**src/rtl/neuron_layer_datapath.sv**
```systemverilog
// Neuron MAC datapath: dot product + bias, saturate, ReLU, ping-pong activation buffers.
// Optional NEURON_LAST_LAYER_LINEAR_EN bypasses the ReLU on the final weight layer.
module neuron_layer_datapath #(
  parameter int unsigned M    = 3,
  parameter int unsigned N    = 2,
  parameter int unsigned DW   = 8,
  parameter int unsigned FRAC = 4
) (
  input  logic                         clk,
  input  logic                         nrst,
  input  logic                         load_in,
  input  logic [N*DW-1:0]              x_in,
  input  logic                         read_en,
  input  logic                         write_en,
  input  logic [$clog2(M-1)-1:0]       layer_addr,
  input  logic [$clog2(N)-1:0]         neuron_addr,
  output logic                         w_rd,
  output logic [$clog2((M-1)*N)-1:0]   w_addr,
  input  logic [N*DW-1:0]              w_row,
  input  logic [DW-1:0]                bias,
  output logic                         busy,
  output logic [N*DW-1:0]              y_out,
  output logic                         y_valid
);
  localparam int unsigned LW   = $clog2(M-1);
  localparam int unsigned NW   = $clog2(N);
  localparam int unsigned AW   = $clog2((M-1)*N);
  localparam int unsigned AccW = 2*DW + $clog2(N+1);
  localparam logic signed [AccW-1:0] SatMax = AccW'((2**(DW-1)) - 1);
  localparam logic signed [AccW-1:0] SatMin = -SatMax - 1;

  logic [N*DW-1:0] buf_a_q, buf_a_d, buf_b_q, buf_b_d, y_out_q, y_out_d;
  logic            sel_q, sel_d, y_valid_q, y_valid_d;
  logic            s1_valid_q, s1_valid_d, s1_we_q, s1_we_d;
  logic [LW-1:0]   s1_layer_q, s1_layer_d;
  logic [NW-1:0]   s1_neuron_q, s1_neuron_d;

  logic [N*DW-1:0]          x_src;
  logic signed [2*DW-1:0]   prod;
  logic signed [AccW-1:0]   acc, shifted;
  logic [DW-1:0]            res;
  logic                     relu_en, is_final, is_last;

  assign w_rd    = read_en;
  assign w_addr  = AW'(layer_addr) * AW'(N) + AW'(neuron_addr);
  assign busy    = read_en | s1_valid_q;
  assign y_out   = y_out_q;
  assign y_valid = y_valid_q;

  assign x_src    = sel_q ? buf_b_q : buf_a_q;
  assign is_final = (s1_layer_q == LW'(M-2));
  assign is_last  = (s1_neuron_q == NW'(N-1));

  always_comb begin
    prod = '0;
    acc  = {{(AccW-DW){bias[DW-1]}}, bias};
    acc  = acc <<< FRAC;
    for (int i = 0; i < N; i++) begin
      prod = $signed(x_src[i*DW +: DW]) * $signed(w_row[i*DW +: DW]);
      acc  = acc + {{(AccW-2*DW){prod[2*DW-1]}}, prod};
    end
    shifted = acc >>> FRAC;
    if (shifted > SatMax) begin
      res = {1'b0, {(DW-1){1'b1}}};
    end else if (shifted < SatMin) begin
      res = {1'b1, {(DW-1){1'b0}}};
    end else begin
      res = shifted[DW-1:0];
    end
`ifdef NEURON_LAST_LAYER_LINEAR_EN
    relu_en = !is_final;
`else
    relu_en = 1'b1;
`endif
    if (relu_en && res[DW-1]) res = '0;
  end

  always_comb begin
    buf_a_d     = buf_a_q;
    buf_b_d     = buf_b_q;
    y_out_d     = y_out_q;
    sel_d       = sel_q;
    y_valid_d   = 1'b0;
    s1_valid_d  = read_en;
    s1_we_d     = read_en & write_en;
    s1_layer_d  = read_en ? layer_addr : s1_layer_q;
    s1_neuron_d = read_en ? neuron_addr : s1_neuron_q;

    // Loads only happen while idle, so they never collide with a layer write into A.
    if (load_in && !busy) buf_a_d = x_in;

    if (s1_valid_q && s1_we_q) begin
      if (is_final) begin
        y_out_d[int'(s1_neuron_q)*DW +: DW] = res;
        if (is_last) begin
          y_valid_d = 1'b1;
          sel_d     = 1'b0;
        end
      end else begin
        if (sel_q) buf_a_d[int'(s1_neuron_q)*DW +: DW] = res;
        else       buf_b_d[int'(s1_neuron_q)*DW +: DW] = res;
        if (is_last) sel_d = ~sel_q;
      end
    end
  end

  always_ff @(posedge clk or negedge nrst) begin
    if (!nrst) begin
      buf_a_q     <= '0;
      buf_b_q     <= '0;
      y_out_q     <= '0;
      sel_q       <= 1'b0;
      y_valid_q   <= 1'b0;
      s1_valid_q  <= 1'b0;
      s1_we_q     <= 1'b0;
      s1_layer_q  <= '0;
      s1_neuron_q <= '0;
    end else begin
      buf_a_q     <= buf_a_d;
      buf_b_q     <= buf_b_d;
      y_out_q     <= y_out_d;
      sel_q       <= sel_d;
      y_valid_q   <= y_valid_d;
      s1_valid_q  <= s1_valid_d;
      s1_we_q     <= s1_we_d;
      s1_layer_q  <= s1_layer_d;
      s1_neuron_q <= s1_neuron_d;
    end
  end
endmodule

```
**config.mk**
```make
export PLATFORM = sky130hd
export DESIGN_NAME = neuron_layer_datapath
export DESIGN_NICKNAME = d
export VERILOG_FILES = /design/src/rtl/neuron_layer_datapath.sv
export SDC_FILE = /design/constraint.sdc
export NUM_CORES = 1
export LEC_CHECK = 0
export CAP_MARGIN = 20
export CORE_MARGIN = 4
export CORE_UTILIZATION = 50
export CTS_BUF_LIST = sky130_fd_sc_hd__clkbuf_4
export DETAILED_ROUTE_END_ITERATION = 10
export PLACE_DENSITY = 0.77
export SYNTH_ARGS = -nofsm -noshare
export SYNTH_HDL_FRONTEND = slang
export SYNTH_SLANG_ARGS = --single-unit
```
**constraint.sdc**
```tcl
create_clock -name clk -period 6.65 [get_ports clk]
set_input_delay 1.995 -clock clk [delete_from_list [all_inputs] [get_ports clk]]
set_output_delay 1.995 -clock clk [all_outputs]
set_load 0.01 [all_outputs]
```
Yosys cells after proc, flatten, opt, wreduce, memory -nomap -nowiden. Index checks and enable logic that the tools add are counted.

Flip-flop bits (word level): 54. Input bits: 47. Output and inout port bits: 21. Word-level logic and storage cells: 46.

Add/sub/neg operators: 4. $mul: 2. Order comparisons: 2. Shifts and indexed selects: 2. Multiplexer cells: 17. Bitwise logic cells: 4. Reduce and logical (&&, ||, !) cells: 6.

Operator list (count): $mux W16 (5); $bwmux W16 (3); $neg A4 Y34 (1); $shift A8 B34 Y16 const A (1); $shiftx A8 B34 Y16 (1); $mul A8 B8 Y16 (2); $add A17 B16 Y18 (1); $add A12 B16 Y17 (1); $mux W8 (2); $gt A14 B8 Y1 const B (1); $lt A14 B8 Y1 const B (1); $mux W7 (1); $mux W1 (6); $reduce_and A2 Y1 (2); $reduce_and A3 Y1 (1); $add A2 B1 Y2 (1); $logic_and A1 B1 Y1 (2); $not A1 Y1 (2); $and A1 B1 Y1 (1); $logic_not A1 Y1 (1); $or A1 B1 Y1 (1).

Depth between registers and ports, before layout. Gate-level depths: netlist of the first run.

Depth after elaboration: 13. Gate-level depth with buffers: 29. Gate-level depth less buffers: 24.

Worst setup path before layout of the first run. Ideal clock, no wire load.

Path kind: input to register. Start point: input port w_row[0]. End point: register y_out_q[13] (netlist: y_out[13]). Setup time: 0.134 ns. Data arrival time: 8.070 ns. Required time: 6.516 ns. Path slack: -1.554 ns. Cell stages on the path: 20. Buffers on the path: 1. Cells stage by stage: and2_1 > inv_1 > fa_1 > fa_1 > inv_1 > fa_1 > fa_1 > fa_1 > inv_1 > fa_1 > inv_1 > ha_1 > a22oi_1 > nand3_1 > o311ai_0 > or3_1 > nand4_1 > o41ai_4 > buf_6 > o211ai_1.

Longest elaborated chain between the ends: 9. Elaborated cells between the ends (all ways): 10. Those cells by class: add/sub (2); mul (1); order compare (2); shift (1); mux (4).

Ends and longest elaborated chain: start, declared (RTL line 19) `input logic [N*DW-1:0] w_row,`; $mul A8 B8 Y16 (*) (RTL line 59) `prod = $signed(x_src[i*DW +: DW]) * $signed(w_row[i*DW +: DW]);`; $add A12 B16 Y17 (*) (RTL line 60) `acc = acc + {{(AccW-2*DW){prod[2*DW-1]}}, prod};`; $add A17 B16 Y18 (*) (RTL line 60); $lt A14 B8 Y1 (RTL line 65) `end else if (shifted < SatMin) begin`; $mux W8 (RTL line 65); $mux W8 (*) (RTL line 63) `if (shifted > SatMax) begin`; $mux W7 (*) (RTL line 75) `if (relu_en && res[DW-1]) res = '0;`; $shiftx A8 B34 Y16 (*) (RTL line 94) `y_out_d[int'(s1_neuron_q)*DW +: DW] = res;`; $bwmux W16 (*) (RTL line 94); end signal, assigned (RTL line 121) `y_out_q <= y_out_d;`; end, declared (RTL line 32) `logic [N*DW-1:0] buf_a_q, buf_a_d, buf_b_q, buf_b_d, y_out_q, y_out_d;`.

Every way passes the cells marked *; elsewhere a longest branch is shown, timed or not. A chain may end at the register's enable or synchronous reset.

Final worst setup path of the first run.
Start point: input port w_row[0]. End point: register buf_b_q[11].

Longest elaborated chain between the ends: 9. Elaborated cells between the ends (all ways): 10. Those cells by class: add/sub (2); mul (1); order compare (2); shift (1); mux (4).

Ends and longest elaborated chain: $mul A8 B8 Y16 (*) (RTL line 59); $add A12 B16 Y17 (*) (RTL line 60); $add A17 B16 Y18 (*) (RTL line 60); $lt A14 B8 Y1 (RTL line 65); $mux W8 (RTL line 65); $mux W8 (*) (RTL line 63); $mux W7 (*) (RTL line 75); $shiftx A8 B34 Y16 (*) (RTL line 101) `else buf_b_d[int'(s1_neuron_q)*DW +: DW] = res;`; $bwmux W16 (*) (RTL line 101); end signal, assigned (RTL line 120) `buf_b_q <= buf_b_d;`; end, declared (RTL line 32).

Marked as above.

==> results of run 1 <==
==> worst max-delay path, cell delays in order <==
cell,delay (ns)
buf_8,0.10
and2_4,0.14
buf_6,0.13
buf_6,0.13
fa_1,0.49
inv_1,0.05
fa_2,0.45
fa_1,0.54
fa_1,0.58
fa_1,0.43
fa_1,0.53
inv_2,0.05
ha_4,0.27
o21ai_0,0.27
a21oi_1,0.13
o21a_1,0.21
nor3_2,0.25
o32ai_4,0.15
o41ai_4,0.33
buf_6,0.19
buf_12,0.12
buf_16,0.12
o22ai_1,0.07
==> metrics by stage <==
| stage | instance area (um^2) | hold slack [ns] | util, % | worst slack, ns |
|---|---|---|---|---|
| 6_report | 11500 | 0.523 | 66.9 | -0.868 |
| 5_1_grt | 11500 | 0.530 | 66.9 | -0.966 |
| 3_3_place_gp | 10500 | 0.474 | 61.0 | -1.76 |
| 3_5_place_dp | 10500 | 0.491 | 61.0 | -1.90 |
| 4_1_cts | 11200 | 0.524 | 65.1 | -0.712 |
| 2_1_floorplan | 8910 | 0.455 | - | -0.827 |
==> synth_stat cells, drive strengths merged, types with 2 or more instances <==
| cell | instances | area share [%] |
|---|---|---|
| inv | 221 | 9.5 |
| fa | 155 | 36 |
| ha | 62 | 8.9 |
| dfrtp | 50 | 14 |
| nand2 | 49 | 2.1 |
| nor2b | 45 | 3.2 |
| nor2 | 43 | 1.9 |
| and2 | 39 | 2.8 |
| o21ai | 33 | 1.9 |
| clkbuf | 22 | 0.95 |
| xnor2 | 20 | 2.1 |
| a21oi | 18 | 1.2 |
| a31oi | 18 | 1.3 |
| mux2i | 17 | 2.0 |
| o22ai | 17 | 1.2 |
| buf | 13 | 1.2 |
| a22oi | 12 | 1.0 |
| nor3 | 12 | 0.69 |
| nand2b | 11 | 0.79 |
| nand3 | 9 | 0.52 |
| a211oi | 8 | 0.75 |
| mux2 | 8 | 1.0 |
| and3 | 6 | 0.43 |
| nand4 | 6 | 0.43 |
| o211ai | 5 | 0.43 |
| a32oi | 4 | 0.40 |
| a21o | 3 | 0.26 |
| o21bai | 3 | 0.26 |
| or3 | 3 | 0.22 |
| a221oi | 2 | 0.20 |
| o21a | 2 | 0.17 |
| o311ai | 2 | 0.20 |
| o32ai | 2 | 0.20 |
| or2 | 2 | 0.14 |
| xor2 | 2 | 0.42 |
==> metal layers <==
metal	wire (um)	up-vias	share of wire (%)	track usage, %
li1	-	3274	-	-
met1	9540	3696	39	31.1
met2	12700	295	51	41.9
met3	1270	97	5.1	2.94
met4	1170	0	4.7	9.74
met5	0	-	0	0
==> state kept, by name, indices dropped and copies added, names as in the netlist <==
register / cells
y_out: 14
is_last: 1
buf_b_q: 14
s1_we_q: 1
y_valid: 1
sel_q: 1
buf_a_q: 16
s1_valid_q: 1
is_final: 1
==> logic make-up (layout without fill, tap and decap cells) <==
family	count (synthesis)	count (layout)	synth area share [%]
flip-flops	50	50	14.4
other	1	2	0.0430
AO/OA/AOI/OAI	135	135	10.4
multiplexers	25	25	2.99
buffers and inverters	256	428	11.6
AND/OR/NAND/NOR	229	229	13.5
XOR/XNOR	22	22	2.51
adder cells (fa/ha/maj)	217	217	44.5
==> placed cells by master, fill, tap and decap left out, drive strengths merged, types with 11 or more instances in the layout <==
cell type        n
xnor2           20
nand2           49
nor2            43
o22ai           17
buf            149
ha              62
fa             155
nor2b           45
a22oi           12
a21oi           18
a31oi           18
mux2i           17
dfrtp           50
and2            39
nor3            12
nand2b          11
inv            221
clkdlybuf4s50   48
o21ai           33
==> how the worst max path moves through the flow <==
stage | start | end | slack (ns) | cells past startpoint
3_3_place_gp | w_row[4] | y_out[11] | -1.76 | 22
2_1_floorplan | w_row[12] | y_out[12] | -0.83 | 19
5_1_grt | w_row[2] | buf_b_q[11] | -0.97 | 22
6_report | w_row[0] | buf_b_q[11] | -0.87 | 23
3_5_place_dp | w_row[4] | buf_b_q[12] | -1.90 | 22
4_1_cts | w_row[12] | y_out[11] | -0.71 | 24
==> what timing repair did <==
| action | CTS | global route |
|---|---|---|
| setup endpoints to repair | 42 | 42 |
| buffers inserted | 20 | 9 |
| cloned | 4 | 1 |
| endpoints found under the hold margin | 0 | 0 |
| pin swaps | 100 | 49 |
| gates resized for setup | 181 | 77 |
| hold buffers | 0 | 0 |
==> final cells by class <==
class                      instances  area (um^2)  area share (%)
multi-input combinational        630         7110            61.9
timing repair buffer             199         1940            16.9
sequential                        50         1250            10.9
inverter                         221          830            7.22
tap                              225          282            2.45
clock buffer                       6         45.0           0.392
clock inverter                     2         37.5           0.326
==> results.yml, run 1 <==
run_status:
  outcome: "finished with violations"
  violations: "negative setup slack"
timing:
  maxSlewHeadroom_pct: 26.0
  setup_viol: 42
  final_hold_viol_count: 0
  fin_crit_ns: 7.52
  finClkSkew_ns: 0.0156
  slew_violations: 0
  post-route-period-util_pct: 113
  rsz0062_at_grt: "yes"
  final.setup.tns_ns: -33.36
  tightest_slew_ns: 1.11
  timing.fmax_ghz: 0.133
  setup_ws_ns: -0.868
clock_network:
  numCtsBuffers: 5
  clk_latency_ns: 0.38
  ctsHtreeMaxLevel: 2
  clockBufferDepth: 2
  cts_tree: "yes"
  cts.clk_slew.worst_paths_ns: 0.14
  root_buffer: "clkbuf_4"
  clkSinkCount: 50
setup_path:
  endpoint_kind: "flip-flop"
  worstReg2RegEnd: "buf_b_q[11]"
  cp-start-kind: "primary input"
  rr_startpoint: "sel_q"
  critPathKind: "primary input to flip-flop"
  rrSetupSlack_ns: -0.21
  cp.arrival_ns: 7.76
  crit_required_ns: 6.89
  critPathMaxFanout: 6
  reg2reg_depth: 25
placed_design:
  dp.cells: 1295
  routabilityCongestion: 0.931
  io_buffer_count: 65
  dpl.hpwl_um: 17600
finish:
  n_fill_cell: 1210
  drive_gt1_share_pct: 27.2
  n_antenna_cell: 0
  stdcell_count: 1333
  area_growth_syn_to_layout_pct: 31.9
  fin_nets: 1371
floorplan:
  core_um2: 17200
  start_util_pct: 50.8
  die_h_um: 140
  die_area_um2: 19600
  rows: 48
  fp.dieW_um: 140
  ioPinCount: 68
synthesis:
  synth_cell_types: 54
  ys.flop_type: "dfrtp_1"
  synth_edf_count: 0
  yosysWarnings: 0
  avgSynthCellArea_um2: 9.32
  ys_seq_elements: 50
  ys_seq_area_share_pct: 14.4
  async_reset_ff_share_pct: 100
  synth_area_um2: 8720
  syn_inst: 935
worst_hold_path:
  holdCritStartpoint: "buf_b_q[13]"
  hold_path_end: "buf_b_q[13]"
  hold_path_depth: 2
  hold_path_class: "flip-flop to flip-flop"
global_routing:
  grt_pass1_vias: 7922
  grt_usage_pct: 24.2
  grt_pass1_wl_um: 38500
  antenna_found_initial: 0
  grt_overflow_total: 0
  grt_max_degree: 51
route:
  drc: 0
  drt_iter0_drc: 663
  wl_um: 24700
  wl_per_cell_um: 18.5
  first_pass_iters: 5
  vias: 7362
  drtAntennaViolNets: 0
  via_per_inst: 5.52
flow_run:
  drv_cap: 0
Power of run 1 is left out: the tool's default activity adds up to more than one toggle a clock period on the data nets, which glitch-free logic cannot reach.
==> run 2, diff against run 1 <==
--- a/config.mk
+++ b/config.mk
@@ -11,6 +11,7 @@
 export CTS_BUF_LIST = sky130_fd_sc_hd__clkbuf_4
 export DETAILED_ROUTE_END_ITERATION = 10
 export PLACE_DENSITY = 0.77
+export REMOVE_ABC_BUFFERS = 1
 export SYNTH_ARGS = -nofsm -noshare
 export SYNTH_HDL_FRONTEND = slang
 export SYNTH_SLANG_ARGS = --single-unit
==> run 2 against run 1 <==
  * The run still ends with negative setup slack left
  * Flip-flop and latch count unchanged
  * Via count up 0.88%
  * Worst setup slack worse by 0.11 ns
  * Global-route usage up 0.83 points
  * Fmax down 1.5%
  * Cell area down 1.4%
  * Clock skew up 0.0098 ns
  * Final cell count up 1.4%
  * Critical path type unchanged
  * Largest cell class unchanged
  * Highest routed layer unchanged
==> results.yml, run 2 (synthesis results as in run 1) <==
setup_path:
  cp_slowest_cell: "fa_1"
  crit_required_ns: 6.90
  cp-start-kind: "primary input"
  endpoint_kind: "flip-flop"
  critPathMaxFanout: 5
  cp.arrival_ns: 7.88
  critPathKind: "primary input to flip-flop"
  path_common_cell: "fa_1"
  critPathMaxStageDelay_ns: 0.53
timing:
  final.setup.tns_ns: -38.91
  maxSlewHeadroom_pct: 55.0
  tightest_slew_ns: 0.674
  final_hold_viol_count: 0
  rsz0062_at_grt: "yes"
  setup_viol: 42
  timing.fmax_ghz: 0.131
  slew_violations: 0
  setup_ws_ns: -0.982
  finClkSkew_ns: 0.0255
  post-route-period-util_pct: 115
  fin_crit_ns: 7.63
floorplan:
  die_h_um: 140
  fp.dieW_um: 140
  start_util_pct: 50.8
  die_area_um2: 19600
  rows: 48
  core_um2: 17200
  ioPinCount: 68
worst_hold_path:
  hold_path_class: "flip-flop to flip-flop"
run_status:
  violations: "negative setup slack"
  outcome: "finished with violations"
finish:
  area_growth_syn_to_layout_pct: 30.0
  n_antenna_cell: 0
  drive_gt1_share_pct: 24.8
  largest_reg_flops: 16
  regMostFlops: "buf_a_q"
  utilization_pct: 66.0
  n_fill_cell: 1280
  final_cell_mix: "inv_1 (211), fa_1 (148), buf_4 (130), ha_1 (51), dfrtp_1 (50)"
  layout_commonest_cell: "inv_1"
  fin_nets: 1389
route:
  drt_iter0_drc: 618
  via_per_inst: 5.50
  drc: 0
  wl_per_cell_um: 18.2
  wl_um: 24600
  vias: 7427
  first_pass_iters: 5
  drtAntennaViolNets: 0
clock_network:
  cts_tree: "yes"
  cts.clk_slew.worst_paths_ns: 0.13
  clkSinkCount: 50
  numCtsBuffers: 5
  ctsHoldBuffers: 0
  clk_latency_ns: 0.39
  root_buffer: "clkbuf_4"
  ctsHtreeMaxLevel: 2
  clockBufferDepth: 2
placed_design:
  io_buffer_count: 65
  dpl.hpwl_um: 18600
  dp_slack_ns: -2.12
  routabilityCongestion: 0.920
global_routing:
  grt_max_degree: 51
  grt_pass1_wl_um: 39700
  antenna_found_initial: 0
  grt_pass1_vias: 7994
  grt_overflow_total: 0
  grt_usage_pct: 25.0
flow_run:
  drv_cap: 0
-- run 2: final timing paths --
kind                             start          end  slack, ns  cells past startpoint
min in group asynchronous         nrst   buf_a_q[7]       1.48                      1
hold reg to reg            buf_b_q[13]  buf_b_q[13]       0.51                      2
max in group asynchronous         nrst  buf_a_q[13]       4.62                      2
hold / removal             buf_b_q[13]  buf_b_q[13]       0.51                      2
setup / recovery              w_row[8]  buf_a_q[10]      -0.98                     27
setup reg to reg                 sel_q     y_out[8]      -0.31                     26
-- run 2: worst max-delay path, delay by kind of cell --
family	cells	cell delay, ns
AOI/OAI and AO/OA	4	0.64
adders and majority gates	7	3.16
xor gates and xnor gates	1	0.17
buffers and inverters	12	1.39
and+or+nand+nor	3	0.51
-- run 2: area by class of cell --
cell class / instances / area, um^2 / share of cell area (%)
sequential: 50 / 1250 / 11.0
timing repair buffer: 217 / 1930 / 17.0
clock inverter: 1 / 30.0 / 0.265
tap: 225 / 282 / 2.48
multi-input combinational: 630 / 6960 / 61.4
clock buffer: 7 / 52.6 / 0.464
inverter: 221 / 830 / 7.32
-- run 2: layer usage --
metal	up-vias	routed length [um]	track usage [%]
li1	3307	-	-
met1	3712	9510	32.5
met2	321	12700	43.6
met3	87	1330	2.49
met4	0	1120	9.48
met5	-	0	0
-- run 2: metrics by stage --
| stage | cell area, um^2 | std cells | hold WS, ns |
|---|---|---|---|
| after global routing | 11300 | 1351 | 0.547 |
| after CTS | 11200 | 1349 | 0.512 |
| after global placement | 10500 | 1320 | 0.471 |
| after detailed placement | 10500 | 1320 | 0.476 |
| final | 11300 | 1351 | 0.509 |
| after floorplan | 8540 | 901 | 0.455 |
-- run 2: repair_timing --
| item | CTS | global route |
|---|---|---|
| resized for setup | 190 | 39 |
| endpoints found under the setup margin | 42 | 42 |
| pin swaps | 48 | 56 |
| gates cloned | 5 | 0 |
| buffers inserted | 16 | 7 |
Power of run 2 is left out for the same reason.
